File: config.mk
export PLATFORM = sky130hd
export DESIGN_NAME = aes_invunit
export DESIGN_NICKNAME = d
export VERILOG_FILES = /design/src/rtl/aes_invunit.sv
export SDC_FILE = /design/constraint.sdc
export NUM_CORES = 1
export LEC_CHECK = 0
export CAP_MARGIN = 25
export CELL_PAD_IN_SITES_DETAIL_PLACEMENT = 1
export CELL_PAD_IN_SITES_GLOBAL_PLACEMENT = 2
export CORE_MARGIN = 4
export CORE_UTILIZATION = 30
export CTS_CLUSTER_DIAMETER = 30
export DETAILED_ROUTE_END_ITERATION = 8
export PLACE_DENSITY_LB_ADDON = 0.1
export SETUP_SLACK_MARGIN = 0.4
export SLEW_MARGIN = 10
export SYNTH_ARGS = -nofsm -noshare
export SYNTH_HDL_FRONTEND = slang
export SYNTH_SLANG_ARGS = --single-unit
File: constraint.sdc
create_clock -name clk_i -period 10.55 [get_ports clk_i]
set_clock_uncertainty 0.2 [all_clocks]
set_input_delay 3.165 -clock clk_i [delete_from_list [all_inputs] [get_ports clk_i]]
set_output_delay 3.165 -clock clk_i [all_outputs]
set_load 0.02 [all_outputs]
File: src/rtl/aes_invunit.sv
// Byte-serial GF(2^8) inverse for the S-box: a 32-bit word is inverted one byte per cycle
// through a composite-field GF((2^4)^2) datapath, with an optional register after the GF(2^4) inverse.
//   state | meaning
//   IDLE  | ready for a new word
//   RUN   | issuing bytes 0..3, then draining the pipeline
//   DONE  | result word valid, held until downstream accepts
module aes_invunit #(
  parameter int PIPE = 1
) (
  input  logic        clk_i,
  input  logic        rst_i,
  input  logic        valid_i,
  output logic        ready_o,
  input  logic [31:0] data_i,
  output logic        valid_o,
  input  logic        ready_i,
  output logic [31:0] data_o,
  output logic        busy_o
);

  typedef enum logic [1:0] {IDLE, RUN, DONE} state_t;

  localparam logic [2:0] LAST_STEP = 3'(3 + PIPE);

  // GF(2^2) modulo y^2+y+1
  function automatic logic [1:0] gf2_mul(input logic [1:0] a, input logic [1:0] b);
    gf2_mul = {(a[1] & b[1]) ^ (a[1] & b[0]) ^ (a[0] & b[1]),
               (a[1] & b[1]) ^ (a[0] & b[0])};
  endfunction

  // GF((2^2)^2) modulo z^2+z+phi, phi = {10}
  function automatic logic [3:0] gf4_mul(input logic [3:0] a, input logic [3:0] b);
    logic [1:0] hh, hl, lh, ll;
    hh = gf2_mul(a[3:2], b[3:2]);
    hl = gf2_mul(a[3:2], b[1:0]);
    lh = gf2_mul(a[1:0], b[3:2]);
    ll = gf2_mul(a[1:0], b[1:0]);
    gf4_mul = {hh ^ hl ^ lh, gf2_mul(hh, 2'b10) ^ ll};
  endfunction

  // a^14 = a^-1 for nonzero a, and maps 0 to 0
  function automatic logic [3:0] gf4_inv(input logic [3:0] a);
    logic [3:0] a2, a4, a8;
    a2 = gf4_mul(a, a);
    a4 = gf4_mul(a2, a2);
    a8 = gf4_mul(a4, a4);
    gf4_inv = gf4_mul(gf4_mul(a8, a4), a2);
  endfunction

  function automatic logic [7:0] map_fwd(input logic [7:0] q);
    logic [7:0] m;
    m[7] = q[7] ^ q[5];
    m[6] = q[7] ^ q[6] ^ q[4] ^ q[3] ^ q[2] ^ q[1];
    m[5] = q[7] ^ q[5] ^ q[3] ^ q[2];
    m[4] = q[7] ^ q[5] ^ q[3] ^ q[2] ^ q[1];
    m[3] = q[7] ^ q[6] ^ q[2] ^ q[1];
    m[2] = q[7] ^ q[4] ^ q[3] ^ q[2] ^ q[1];
    m[1] = q[6] ^ q[4] ^ q[1];
    m[0] = q[6] ^ q[1] ^ q[0];
    map_fwd = m;
  endfunction

  function automatic logic [7:0] map_inv(input logic [7:0] q);
    logic [7:0] m;
    m[7] = q[7] ^ q[6] ^ q[5] ^ q[1];
    m[6] = q[6] ^ q[2];
    m[5] = q[6] ^ q[5] ^ q[1];
    m[4] = q[6] ^ q[5] ^ q[4] ^ q[2] ^ q[1];
    m[3] = q[5] ^ q[4] ^ q[3] ^ q[2] ^ q[1];
    m[2] = q[7] ^ q[4] ^ q[3] ^ q[2] ^ q[1];
    m[1] = q[5] ^ q[4];
    m[0] = q[6] ^ q[5] ^ q[4] ^ q[2] ^ q[0];
    map_inv = m;
  endfunction

  state_t      r_state;
  state_t      w_next;
  logic [2:0]  r_step;
  logic [31:0] r_din;
  logic [31:0] r_res;
  logic        w_accept;
  logic        w_issue;
  logic [7:0]  w_byte;
  logic [7:0]  w_map;
  logic [3:0]  w_h, w_l, w_t, w_d;
  logic [3:0]  w_be_h, w_be_l, w_be_d;
  logic        w_be_vld;
  logic [1:0]  w_be_lane;
  logic [7:0]  w_res;

  always_ff @(posedge clk_i) begin
    if (rst_i) r_state <= IDLE;
    else       r_state <= w_next;
  end

  always_comb begin
    w_next   = r_state;
    ready_o  = 1'b0;
    valid_o  = 1'b0;
    busy_o   = 1'b0;
    w_accept = 1'b0;
    w_issue  = 1'b0;
    case (r_state)
      IDLE: begin
        ready_o  = ~rst_i;
        w_accept = valid_i;
        if (valid_i) w_next = RUN;
      end
      RUN: begin
        busy_o  = 1'b1;
        w_issue = ~r_step[2];
        if (r_step == LAST_STEP) w_next = DONE;
      end
      DONE: begin
        busy_o  = 1'b1;
        valid_o = 1'b1;
        if (ready_i) w_next = IDLE;
      end
      default: w_next = IDLE;
    endcase
  end

  // Front end: map to the composite field and invert the norm h^2*lambda + h*l + l^2
  assign w_byte = r_din[{r_step[1:0], 3'b000} +: 8];
  assign w_map  = map_fwd(w_byte);
  assign w_h    = w_map[7:4];
  assign w_l    = w_map[3:0];
  assign w_t    = gf4_mul(gf4_mul(w_h, w_h), 4'hC) ^ gf4_mul(w_h, w_l) ^ gf4_mul(w_l, w_l);
  assign w_d    = gf4_inv(w_t);

  if (PIPE == 1) begin : g_pipe
    logic [3:0] r_ph, r_pl, r_pd;
    logic       r_pv;
    logic [1:0] r_plane;
    always_ff @(posedge clk_i) begin
      if (rst_i) begin
        r_ph    <= '0;
        r_pl    <= '0;
        r_pd    <= '0;
        r_pv    <= 1'b0;
        r_plane <= '0;
      end else begin
        r_ph    <= w_h;
        r_pl    <= w_l;
        r_pd    <= w_d;
        r_pv    <= w_issue;
        r_plane <= r_step[1:0];
      end
    end
    assign w_be_h    = r_ph;
    assign w_be_l    = r_pl;
    assign w_be_d    = r_pd;
    assign w_be_vld  = r_pv;
    assign w_be_lane = r_plane;
  end else begin : g_comb
    assign w_be_h    = w_h;
    assign w_be_l    = w_l;
    assign w_be_d    = w_d;
    assign w_be_vld  = w_issue;
    assign w_be_lane = r_step[1:0];
  end

  // Back end: (h*d) x + (h+l)*d, then map back to polynomial basis
  assign w_res = map_inv({gf4_mul(w_be_h, w_be_d), gf4_mul(w_be_h ^ w_be_l, w_be_d)});

  always_ff @(posedge clk_i) begin
    if (rst_i) begin
      r_din  <= '0;
      r_step <= '0;
      r_res  <= '0;
    end else begin
      if (w_accept) begin
        r_din  <= data_i;
        r_step <= '0;
      end else if (r_state == RUN) begin
        r_step <= r_step + 3'd1;
      end
      if (w_be_vld) r_res[{w_be_lane, 3'b000} +: 8] <= w_res;
    end
  end

  assign data_o = r_res;

endmodule
==> metrics.txt, run 1 <==
Synth Net Count=778; Initial DRC Count=260; Core Footprint=18800 sq um; number of synthesized flops with an enable pin=0; Overall Global Routing Usage=0.156; Nets=811; crit-path max cell delay=940 ps; FFs w/ async S/R, synth=0; Yosys top cell area share=0.290; total of max-cap violations=0; RSZ-0062 raised after global routing=no; R2R Path Start=r_step[0]$_SDFFE_PP0N_; most frequent CP cell=xnor2_1; Final Setup Violations=0; Routed WL per cell=16.6 um; hold_sp=r_din[25]$_SDFFE_PP0P_; setup tns final=0 ps; Avg Vias per Cell=5.09; DIE HEIGHT=147 um; DP Wirelength=12300 um; initial antenna violation count=0; commonest non-fill, non-tap cells in the layout=122 x nand2_1, 84 x dfxtp_1, 72 x nor2_1, 69 x clkdlybuf4s50_1, 59 x a21oi_1; io pins=71; dominant synthesized flop cell=dfxtp_1; Crit path depth=20; cells after synthesis=727; cell depth of the worst flop-to-flop path=20; CTS Buf Count=9; Pins Over Slew Limit=0; Final Hold Viols=0; vias in the first global route=5228; CP Cell Sequence=mux4_1 > xnor2_1 > xor2_1 > a221oi_2 > xor2_1 > xor2_2 > buf_4 > inv_2 > ha_1 > inv_1 > xnor2_1 > ha_1 > inv_1 > xnor2_1 > maj3_1 > xnor2_1 > or3_1 > o31a_1 > xnor2_1 > a22o_1; via count=5221; synth unique cells=69; share of cells above drive strength 1=0.0732; commonest non-fill, non-tap cell in the layout=nand2_1; synth-to-layout area growth=19.3%; first-pass GRT wire length=27800 um; Rows=50; port bufs=70; deepest clock path buffer count=2; Die Span X=147 um; CP required=10580 ps; status=finished clean; Initial Util=0.308; Tcrit/Tclk final=0.777; clk_lat worst skew=340 ps; CTS tree=done; pin count of the biggest net entering global routing=86; sequential share of the synthesized area=0.290; critical path capture point type=flop; CP Class=flop to flop; postcts setup bufs=0; worst setup path startpoint=r_step[0]$_SDFFE_PP0N_; Mean Syn Cell Area=7.97 sq um; post-route ant nets=0; router iterations before antenna repair=4; H-tree depth=3; Ant. Diodes=0; type of the tightest min-delay check=flop to flop; Post-CTS Resized=0; DRC errors left=0; Slew Limit Headroom=0.312; hold path depth=2; RePlAce Congestion=0.808; actual slew at the worst max-slew pin=1030 ps; fmax=0.122 GHz; area leader, netlist=dfxtp_1; Clock Pin Slew Worst Setup and Hold Paths=70 ps; Cell Area, Synth=5800 sq um; Yosys warning total=0; slowest CP cell=ha_1; Routed WL=17000 um; critical path fanouts, max=29; CP Data Arrival Time=8230 ps; hold buffers post-CTS=0; crit path time final=8200 ps; DIE AREA=21600 sq um; CTS root buffer=clkbuf_16; clock sinks=84; GR Overflow Total=0; critical path startpoint category=flop; synthesized flop and latch total=84; synth top area cells=dfxtp_1 29%, xnor2_1 8.2%, nand2_1 7.9%; CP top delay family=adder cells; worst path bufs/invs=4
-- worst reg2reg max path: stages, from the launching register on --
cell	delay (ps)
dfxtp_1	720
mux4_1	920
xnor2_1	550
xor2_1	190
a221oi_2	310
xor2_1	260
xor2_2	150
buf_4	270
inv_2	270
ha_1	940
inv_1	380
xnor2_1	230
ha_1	690
inv_1	430
xnor2_1	250
maj3_1	380
xnor2_1	130
or3_1	330
o31a_1	120
xnor2_1	130
a22o_1	220
-- worst paths after layout --
check,endpoint,slack [ps]
min,r_din[25]$_SDFFE_PP0P_,250
min reg2reg,r_din[25]$_SDFFE_PP0P_,250
max reg2reg,g_pipe.r_pd[1]$_SDFF_PP0_,2350
max,g_pipe.r_pd[1]$_SDFF_PP0_,2350
-- state kept, by name (all words and copies together) (netlist names) --
name,flops
data_o,32
g_pipe.r_pd,4
g_pipe.r_ph,4
g_pipe.r_pl,4
g_pipe.r_plane,2
g_pipe.r_pv,1
r_din,32
r_state,2
r_step,3
-- synthesized netlist by cell type (2+ instances only) --
cell,instances
a211oi_1,3
a21boi_0,2
a21oi_1,59
a221oi_1,2
a22o_1,2
a22oi_1,38
a31oi_1,6
a32oi_1,2
and2_1,2
and3_1,2
buf_1,4
buf_2,10
buf_6,6
clkbuf_1,39
dfxtp_1,84
ha_1,15
inv_1,14
mux2_2,8
mux2i_1,12
mux4_1,2
mux4_2,6
nand2_1,122
nand2b_1,10
nand3_1,15
nor2_1,72
nor2b_1,4
nor3_1,13
nor3b_1,2
nor4_1,5
o211ai_1,3
o21a_1,2
o21ai_0,23
o21ai_1,2
o221ai_1,2
o22ai_1,3
o31ai_1,7
or3_1,5
xnor2_1,54
xnor2_2,3
xnor3_1,2
xor2_1,31
xor2_2,2
-- metrics by stage --
step | util | setup WS [ps] | hold slack (ps) | cell area [sq um] | std cells
after floorplan | - | 3380 | 232 | 5800 | 727
after global placement | 0.350 | 2540 | 243 | 6600 | 1006
after detailed placement | 0.352 | 2230 | 250 | 6630 | 1008
after CTS | 0.367 | 2160 | 260 | 6900 | 1024
after global routing | 0.367 | 1770 | 272 | 6910 | 1025
final | 0.367 | 2350 | 254 | 6910 | 1025
-- area by class of cell --
class                      instances  area, sq um
fill                            2239        11900
multi-input combinational        568         3770
sequential                        84         1680
timing repair buffer              82          801
tap                              260          325
clock buffer                      10          229
inverter                          15         56.3
clock inverter                     6         47.5
-- kinds of logic after synthesis --
group	Yosys count	synth area share
AO/OA/AOI/OAI	172	0.197
XOR/XNOR	94	0.159
adder cells (fa/ha/maj)	16	0.0341
buffers and inverters	75	0.0592
flip-flops	84	0.290
multiplexers	29	0.0712
AND/OR/NAND/NOR	257	0.190
-- layer usage --
layer | wire, um | vias up | GRT usage
met5 | 0 | - | 0
met2 | 8290 | 81 | 0.263
met3 | 495 | 13 | 0.0275
met1 | 8090 | 2542 | 0.208
met4 | 162 | 0 | 0.0363
li1 | - | 2585 | -
Power of run 1 is left out: the tool's default activity adds up to more than one toggle a clock period on the data nets, which glitch-free logic cannot reach.
==> run 2: changes to the inputs <==
==> constraint.sdc (replaced) <==
create_clock -name clk_i -period 7.3 [get_ports clk_i]
set_clock_uncertainty 0.2 [all_clocks]
set_input_delay 2.19 -clock clk_i [delete_from_list [all_inputs] [get_ports clk_i]]
set_output_delay 2.19 -clock clk_i [all_outputs]
set_load 0.02 [all_outputs]
==> metrics.txt, run 2 (synthesized netlist as in run 1, its figures left out) <==
DIE HEIGHT=147 um; postcts setup bufs=0; CP required=7340 ps; setup tns final=0 ps; total of max-cap violations=0; worst setup path end=g_pipe.r_pd[1]$_SDFF_PP0_; crit path time final=6310 ps; Slew Limit Headroom=0.333; critical path capture point type=flop; actual slew at the worst max-slew pin=992 ps; R2R Path End=g_pipe.r_pd[1]$_SDFF_PP0_; Clock Pin Slew Worst Setup and Hold Paths=70 ps; Overall Global Routing Usage=0.159; Avg Vias per Cell=5.07; commonest non-fill, non-tap cells in the layout=122 x nand2_1, 83 x dfxtp_1, 72 x nor2_1, 69 x clkdlybuf4s50_1, 59 x a21oi_1; initial antenna violation count=0; GR Overflow Total=0; fmax=0.158 GHz; CTS Buf Count=9; Nets=813; R2R Setup Slk=990 ps; Final Setup Violations=0; area occupied by multi-input gates=3790 sq um; router iterations before antenna repair=4; fillers=2270; Pins Over Slew Limit=0; synth-to-layout area growth=19.8%; cell count after placement=1011; share of cells above drive strength 1=0.0808; Initial DRC Count=291; io pins=71; Routed WL=17000 um; pin count of the biggest net entering global routing=86; RePlAce Congestion=0.825; type of the tightest min-delay check=flop to flop; CP Data Arrival Time=6350 ps; commonest non-fill, non-tap cell in the layout=nand2_1; cell depth of the worst flop-to-flop path=20; CTS root buffer=clkbuf_16; critical path startpoint category=flop; DIE AREA=21600 sq um; H-tree depth=3; clock sinks=84; status=finished clean; DP Wirelength=12200 um; dpl ws=678 ps; deepest clock path buffer count=2; Rows=50; Tcrit/Tclk final=0.864; Core Footprint=18800 sq um; port bufs=70; RSZ-0062 raised after global routing=no; Initial Util=0.308; first-pass GRT wire length=28400 um; critical path fanouts, max=18; post-route ant nets=0; DRC errors left=0; Ant. Diodes=0; CTS tree=done; Final Hold Viols=0; via count=5204; final non-filler cell total=1027; register area=1680 sq um; R2R Path Start=r_step[0]$_SDFFE_PP0N_; Routed WL per cell=16.6 um; clk_lat worst skew=350 ps; Die Span X=147 um; fin util=0.369; worst setup margin=990 ps; worst setup path startpoint=r_step[0]$_SDFFE_PP0N_; CP Class=flop to flop; vias in the first global route=5405
==> run 2: timing repair <==
item,in CTS,in global routing
setup endpoints to repair,0,3
hold buffers,0,0
resized for setup,0,3
==> run 2: worst min-delay path by stage <==
stage | startpoint | cells after the start | to
6_report | data_o[21]$_SDFFE_PP0P_ | 2 | data_o[21]$_SDFFE_PP0P_
5_1_grt | r_din[25]$_SDFFE_PP0P_ | 2 | r_din[25]$_SDFFE_PP0P_
4_1_cts | data_o[21]$_SDFFE_PP0P_ | 2 | data_o[21]$_SDFFE_PP0P_
3_5_place_dp | data_o[21]$_SDFFE_PP0P_ | 2 | data_o[21]$_SDFFE_PP0P_
3_3_place_gp | r_din[16]$_SDFFE_PP0P_ | 2 | r_din[16]$_SDFFE_PP0P_
2_1_floorplan | r_din[8]$_SDFFE_PP0P_ | 2 | r_din[8]$_SDFFE_PP0P_
==> run 2: cell type report <==
cell class | count | area share
multi-input combinational | 568 | 0.546
inverter | 15 | 0.00811
tap | 260 | 0.0469
clock inverter | 6 | 0.00703
sequential | 84 | 0.242
clock buffer | 10 | 0.0330
timing repair buffer | 84 | 0.116
==> run 2: through the flow <==
step / instance area, sq um / hold slack [ps]
after floorplan: 5800 / 232
after detailed placement: 6650 / 246
after CTS: 6930 / 255
after global routing: 6940 / 276
final: 6940 / 251
after global placement: 6630 / 242
==> run 2: worst max-delay path: stages (launching register included) <==
cell      delay [ps]
dfxtp_2          550
mux4_1           900
xnor2_1          570
xor2_1           180
a221oi_2         330
xor2_1           250
xor2_2           190
inv_2             50
ha_1             280
inv_1            250
xnor2_1          120
ha_1             300
buf_4            200
inv_1            370
xnor2_1          140
maj3_1           390
xnor2_1          130
or3_1            320
o31a_1           120
xnor2_1          130
a22o_1           220
==> run 2: per-layer routing <==
layer / GRT usage / part of all wire / routed length [um] / vias up
met4: 0.0429 / 0.012 / 202 / 0
met1: 0.202 / 0.46 / 7830 / 2518
met5: 0 / 0 / 0 / -
li1: - / - / - / 2589
met3: 0.0299 / 0.029 / 493 / 14
met2: 0.278 / 0.50 / 8470 / 83
Power of run 2 is left out for the same reason.
==> run 3: changes to the inputs <==
--- a/config.mk
+++ b/config.mk
@@ -18,3 +18,4 @@
 export SYNTH_ARGS = -nofsm -noshare
 export SYNTH_HDL_FRONTEND = slang
 export SYNTH_SLANG_ARGS = --single-unit
+export TNS_END_PERCENT = 1
==> results of run 3 <==
Same layout as run 2: the final DEF is identical, and so are final timing and power.
Power of run 3 is left out for the same reason.
